==> config.mk <==
export PLATFORM = sky130hd
export DESIGN_NAME = btn_event_arbiter
export DESIGN_NICKNAME = d
export VERILOG_FILES = /design/src/rtl/btn_event_arbiter.sv
export SDC_FILE = /design/constraint.sdc
export NUM_CORES = 1
export LEC_CHECK = 0
export CORE_ASPECT_RATIO = 1.75
export CORE_MARGIN = 3
export CORE_UTILIZATION = 45
export CTS_CLUSTER_DIAMETER = 40
export CTS_CLUSTER_SIZE = 10
export DETAILED_ROUTE_END_ITERATION = 10
export GPL_TIMING_DRIVEN = 0
export PLACE_DENSITY = 0.68
export SLEW_MARGIN = 25
export SYNTH_ARGS = -nofsm -noshare
export SYNTH_HDL_FRONTEND = slang
export SYNTH_SLANG_ARGS = --single-unit
==> constraint.sdc <==
create_clock -name clk -period 2.2 [get_ports clk]
set_input_delay 0.22 -clock clk [delete_from_list [all_inputs] [get_ports clk]]
set_output_delay 0.22 -clock clk [all_outputs]
set_load 0.02 [all_outputs]
==> src/rtl/btn_event_arbiter.sv <==
// Round-robin arbiter queueing button press events into a small FIFO.
// Define BTN_LONG_PRESS_EN to add per-channel hold counters and long-press events.
module btn_event_arbiter #(
   parameter int          N_BTN      = 4,
   parameter int          FIFO_DEPTH = 4,
   parameter logic [15:0] LONG_CYC   = 16'd50000
) (
   input  logic       clk,
   input  logic       reset,
   input  logic [3:0] btn_level,
   input  logic [3:0] btn_pulse,
   input  logic       evt_ready,
   output logic       evt_valid,
   output logic [1:0] evt_id,
   output logic       evt_long,
   output logic       lost
);

   localparam int AW = $clog2(FIFO_DEPTH);
`ifdef BTN_LONG_PRESS_EN
   localparam int EW = 3;
`else
   localparam int EW = 2;
`endif

   logic [3:0]    pend_short_r;
   logic [3:0]    pend_long_s;
   logic [3:0]    req_s;
   logic [1:0]    rr_ptr_r;
   logic [AW:0]   wr_ptr_r;
   logic [AW:0]   rd_ptr_r;
   logic [EW-1:0] fifo_mem_r [FIFO_DEPTH];
   logic [EW-1:0] entry_s;
   logic [EW-1:0] head_s;
   logic          lost_r;
   logic          full_s;
   logic          empty_s;
   logic          pop_s;
   logic          can_grant_s;
   logic          gnt_valid_s;
   logic [1:0]    gnt_id_s;
   logic [1:0]    idx_s;
   logic          gnt_long_flag_s;
   logic [3:0]    gnt_short_s;
   logic [3:0]    gnt_long_s;

   // Extra pointer bit distinguishes full from empty when the index bits match
   assign empty_s     = (wr_ptr_r == rd_ptr_r);
   assign full_s      = (wr_ptr_r[AW] != rd_ptr_r[AW]) && (wr_ptr_r[AW-1:0] == rd_ptr_r[AW-1:0]);
   assign pop_s       = evt_valid & evt_ready;
   assign can_grant_s = !full_s || pop_s;
   assign req_s       = pend_short_r | pend_long_s;

`ifdef BTN_LONG_PRESS_EN
   logic [15:0] hold_cnt_r [4];
   logic [3:0]  long_set_s;
   logic [3:0]  pend_long_r;

   // Hold counters: count while pressed, saturate at LONG_CYC, clear on release
   always_ff @(posedge clk or posedge reset) begin
      if (reset) begin
         for (int i = 0; i < N_BTN; i++) hold_cnt_r[i] <= 16'd0;
      end else begin
         for (int i = 0; i < N_BTN; i++) begin
            if (!btn_level[i])
               hold_cnt_r[i] <= 16'd0;
            else if (hold_cnt_r[i] != LONG_CYC)
               hold_cnt_r[i] <= hold_cnt_r[i] + 16'd1;
            else
               hold_cnt_r[i] <= hold_cnt_r[i];
         end
      end
   end

   // Long request fires once, on the edge the counter reaches LONG_CYC
   always_comb begin
      long_set_s = 4'b0000;
      for (int i = 0; i < N_BTN; i++)
         long_set_s[i] = btn_level[i] && (hold_cnt_r[i] == (LONG_CYC - 16'd1));
   end

   // Long pending bits
   always_ff @(posedge clk or posedge reset) begin
      if (reset)
         pend_long_r <= 4'b0000;
      else
         pend_long_r <= (pend_long_r & ~gnt_long_s) | long_set_s;
   end

   assign pend_long_s = pend_long_r;
   assign entry_s     = {gnt_long_flag_s, gnt_id_s};
   assign evt_long    = evt_valid & head_s[2];
`else
   logic unused_s;
   assign pend_long_s = 4'b0000;
   assign entry_s     = gnt_id_s;
   assign evt_long    = 1'b0;
   assign unused_s    = ^{btn_level, LONG_CYC, gnt_long_s, gnt_long_flag_s};
`endif

   // Round-robin search from rr_ptr_r; lowest offset wins, short before long
   always_comb begin
      gnt_valid_s     = 1'b0;
      gnt_id_s        = 2'd0;
      idx_s           = 2'd0;
      gnt_long_flag_s = 1'b0;
      gnt_short_s     = 4'b0000;
      gnt_long_s      = 4'b0000;
      for (int k = N_BTN - 1; k >= 0; k--) begin
         idx_s       = rr_ptr_r + 2'(k);
         gnt_valid_s = (can_grant_s && req_s[idx_s]) ? 1'b1  : gnt_valid_s;
         gnt_id_s    = (can_grant_s && req_s[idx_s]) ? idx_s : gnt_id_s;
      end
      if (gnt_valid_s) begin
         if (pend_short_r[gnt_id_s]) begin
            gnt_short_s[gnt_id_s] = 1'b1;
         end else begin
            gnt_long_s[gnt_id_s] = 1'b1;
            gnt_long_flag_s      = 1'b1;
         end
      end else begin
         gnt_long_flag_s = 1'b0;
      end
   end

   // Pending bits, lost strobe, RR pointer and FIFO pointers
   always_ff @(posedge clk or posedge reset) begin
      if (reset) begin
         pend_short_r <= 4'b0000;
         lost_r       <= 1'b0;
         rr_ptr_r     <= 2'd0;
         wr_ptr_r     <= '0;
         rd_ptr_r     <= '0;
      end else begin
         pend_short_r <= (pend_short_r & ~gnt_short_s) | btn_pulse;
         lost_r       <= |(btn_pulse & pend_short_r & ~gnt_short_s);
         if (gnt_valid_s) begin
            rr_ptr_r <= gnt_id_s + 2'd1;
            wr_ptr_r <= wr_ptr_r + {{AW{1'b0}}, 1'b1};
         end
         if (pop_s)
            rd_ptr_r <= rd_ptr_r + {{AW{1'b0}}, 1'b1};
      end
   end

   // FIFO storage needs no reset; contents are masked while empty
   always_ff @(posedge clk) begin
      if (gnt_valid_s)
         fifo_mem_r[wr_ptr_r[AW-1:0]] <= entry_s;
   end

   assign head_s    = fifo_mem_r[rd_ptr_r[AW-1:0]];
   assign evt_valid = !empty_s;
   assign evt_id    = evt_valid ? head_s[1:0] : 2'd0;
   assign lost      = lost_r;

endmodule

==> flow_summary.toml <==
[place]
gp_congestion = 0.783
hpwl_um = 1590
post-place-ws_ns = 0.0283
dp.cells = 131
placement.io_buffers = 10

[sta]
setup_slack_ns = 0.169
tns_ns = 0
hold_viol_final = 0
clock.fmax_mhz = 492
setup_viol = 0
rsz0062_at_grt = "false"
hold_slack_ns = 0.285
fin_skew_ns = 0.00597
slew_violations = 0
finalCritPeriodShare = 0.923
relSlewSlack = 0.540
tightest_slew_ns = 0.685
layout_min_cycle_time_ns = 2.03

[worst_setup_path]
cp_top_family = "simple AND/OR/NAND/NOR gates"
end_kind = "flip-flop"
worst_setup_path_start_kind = "flip-flop"
worst-path-buf-inv = 0
worst_ep_required_time_ns = 2.35
crit_chain = "xnor2_2, and4b_4, nor4_4, or4b_1, a32o_1"
worstPathArrival_ns = 2.18
cp_max_fo = 9
critPathMaxStageDelay_ns = 0.47
critPathSlowestCell = "or4b_1"
path_class = "flip-flop to flip-flop"

[hold_path]
hp-class = "input port to async pin"

[detailed_routing]
final_antenna_net_count = 0
drc_errors = 0
drt-total-wl_um = 2060
first_pass_iters = 2
vias_per_cell = 5.65
drt_iter0_drc = 20
wl_per_cell_um = 15.2
vias = 768

[cts]
cts.clk_slew.worst_paths_ns = 0.07
clock_latency_ns = 0.26
cts_buffers = 3
clock_sinks = 21
clk_path_buf_depth = 2
ctsHtreeMaxLevel = 1
cts_tree = "done"
cts_root_buffer = "clkbuf_8"

[grt]
overflow = 0
grt_pass1_wl_um = 3450
grt_use_total = 0.144
antenna_found_initial = 0
grt_max_degree = 14
grt_pass1_vias = 817

[synthesis]
ys_seq_area_frac = 0.498
syn_area_per_cell_um2 = 11.8
synth_fp_nets = 112
netlist-cell-type-count = 38
synth_cells = 96
synth-seq-cells = 21
syn_area_mm2 = 0.00114
ys_warn_count = 0

[run_status]
status = "finished clean"

[floorplan]
core_area_mm2 = 0.00236
fp.dieH_um = 72.5
dieArea_mm2 = 0.00319
die_x_um = 44.0
rows = 23
io_pins = 16
start_util = 0.481

[layout]
area_delta_synth_final_pct = 18.7
antenna_cells = 0
drive_gt1_frac = 0.144
finalNetCount = 128
fin_cells = 136

[power_and_ir_drop]
leakagePower_nw = 0.588
vdd_drop_max_mv = 0.911
p_per_area_mw_per_mm2 = 1750

[flow_run]
cap_violations = 0
cells in the final DEF, fill, tap and decap left out, drive strengths merged, types with 3 or more instances in the layout:
cell / instances
dfrtp: 13
edfxtp: 8
clkdlybuf4s50: 8
nand2: 6
nor2: 5
ha: 5
and3: 5
xnor2: 5
clkbuf: 5
inv: 4
a21o: 4
and2: 4
a21oi: 3
o21ai: 3
nor3: 3
final cells by class:
class	count	area [µm²]
fill	206	1010
sequential	21	567
multi-input combinational	69	567
timing repair buffer	11	113
clock buffer	4	45.0
tap	25	31.3
inverter	4	15.0
buffer	2	11.3
per-stage QoR:
step                instance area (µm²)   util  power (mW)
finish                             1350  0.572        2.36
global route                       1350  0.572        2.55
CTS                                1310  0.557        2.33
detailed placement                 1270  0.537        2.07
global placement                   1270  0.537        2.03
floorplan                          1140      -        1.71
worst reg2reg max path: stages, from the launching register on:
cell and delay [ns]:
dfrtp_1 0.46, xnor2_2 0.19, and4b_4 0.23, nor4_4 0.35
or4b_1 0.47, a32o_1 0.22
Yosys cell counts (all sizes together):
library cell | instances | area (µm²)
dfrtp | 13 | 325
edfxtp | 8 | 240
nand2 | 6 | 22.5
and3 | 5 | 32.5
ha | 5 | 62.6
nor2 | 5 | 18.8
xnor2 | 5 | 43.8
a21o | 4 | 30.0
and2 | 4 | 26.3
inv | 4 | 15.0
a21oi | 3 | 15.0
nor3 | 3 | 15.0
o21ai | 3 | 15.0
mux2i | 2 | 20.0
mux4 | 2 | 52.6
nand2b | 2 | 12.5
nand3b | 2 | 15.0
xor2 | 2 | 17.5
a22oi | 1 | 7.51
a311oi | 1 | 8.76
a32o | 1 | 10.0
and4b | 1 | 13.8
buf | 1 | 7.51
clkbuf | 1 | 3.75
conb | 1 | 3.75
mux2 | 1 | 11.3
nand3 | 1 | 5.00
nand4b | 1 | 8.76
nor2b | 1 | 6.26
nor4 | 1 | 21.3
o21bai | 1 | 7.51
o41ai | 1 | 8.76
or2 | 1 | 6.26
or2b | 1 | 8.76
or4 | 1 | 7.51
or4b | 1 | 10.0
sequential cells by signal, indices dropped and copies added, names as in the netlist:
| signal | flops |
|---|---|
| fifo_mem_r | 8 |
| pend_short_r | 4 |
| rd_ptr_r | 3 |
| wr_ptr_r | 3 |
| rr_ptr_r | 2 |
| lost | 1 |
worst paths after layout:
| kind | from | to | slack [ns] | cells past startpoint |
|---|---|---|---|---|
| setup reg to reg | rd_ptr_r[1]$_DFFE_PP0P_ | lost$_DFF_PP0_ | 0.17 | 5 |
| min in group clk | wr_ptr_r[2]$_DFFE_PP0P_ | wr_ptr_r[2]$_DFFE_PP0P_ | 0.52 | 1 |
| setup / recovery | rd_ptr_r[1]$_DFFE_PP0P_ | lost$_DFF_PP0_ | 0.17 | 5 |
| max in group asynchronous | reset | rd_ptr_r[0]$_DFFE_PP0P_ | 1.54 | 2 |
| hold / removal | reset | wr_ptr_r[0]$_DFFE_PP0P_ | 0.29 | 2 |
| hold reg to reg | wr_ptr_r[2]$_DFFE_PP0P_ | wr_ptr_r[2]$_DFFE_PP0P_ | 0.52 | 1 |
routing by layer:
layer,vias up,track usage,part of all wire
li1,379,-,-
met1,374,0.141,0.37
met2,11,0.279,0.59
met3,4,0.0223,0.026
met4,0,0.0604,0.018
met5,-,0,0
what timing repair did:
action / 4_1_cts / 5_1_grt
resized for setup: 1 / 5
buffers inserted: 0 / 1
setup endpoints to repair: 2 / 2
hold buffers: 0 / 0
power breakdown:
part           leakage [nW]  internal (mW)  switching, mW  total (mW)
Combinational         0.347          0.618          0.624        1.24
Clock                0.0228          0.129          0.120       0.248
Sequential            0.217          0.682          0.189       0.871
cell families after synthesis:
logic type	synth area share
adders and majority gates	0.0551
xor gates and xnor gates	0.0540
DFF	0.498
AOI/OAI and AO/OA	0.0903
buffers and inverters	0.0231
and+or+nand+nor	0.203
muxes	0.0738
other	0.00330
No activity file was read; power rests on OpenSTA's default activity.
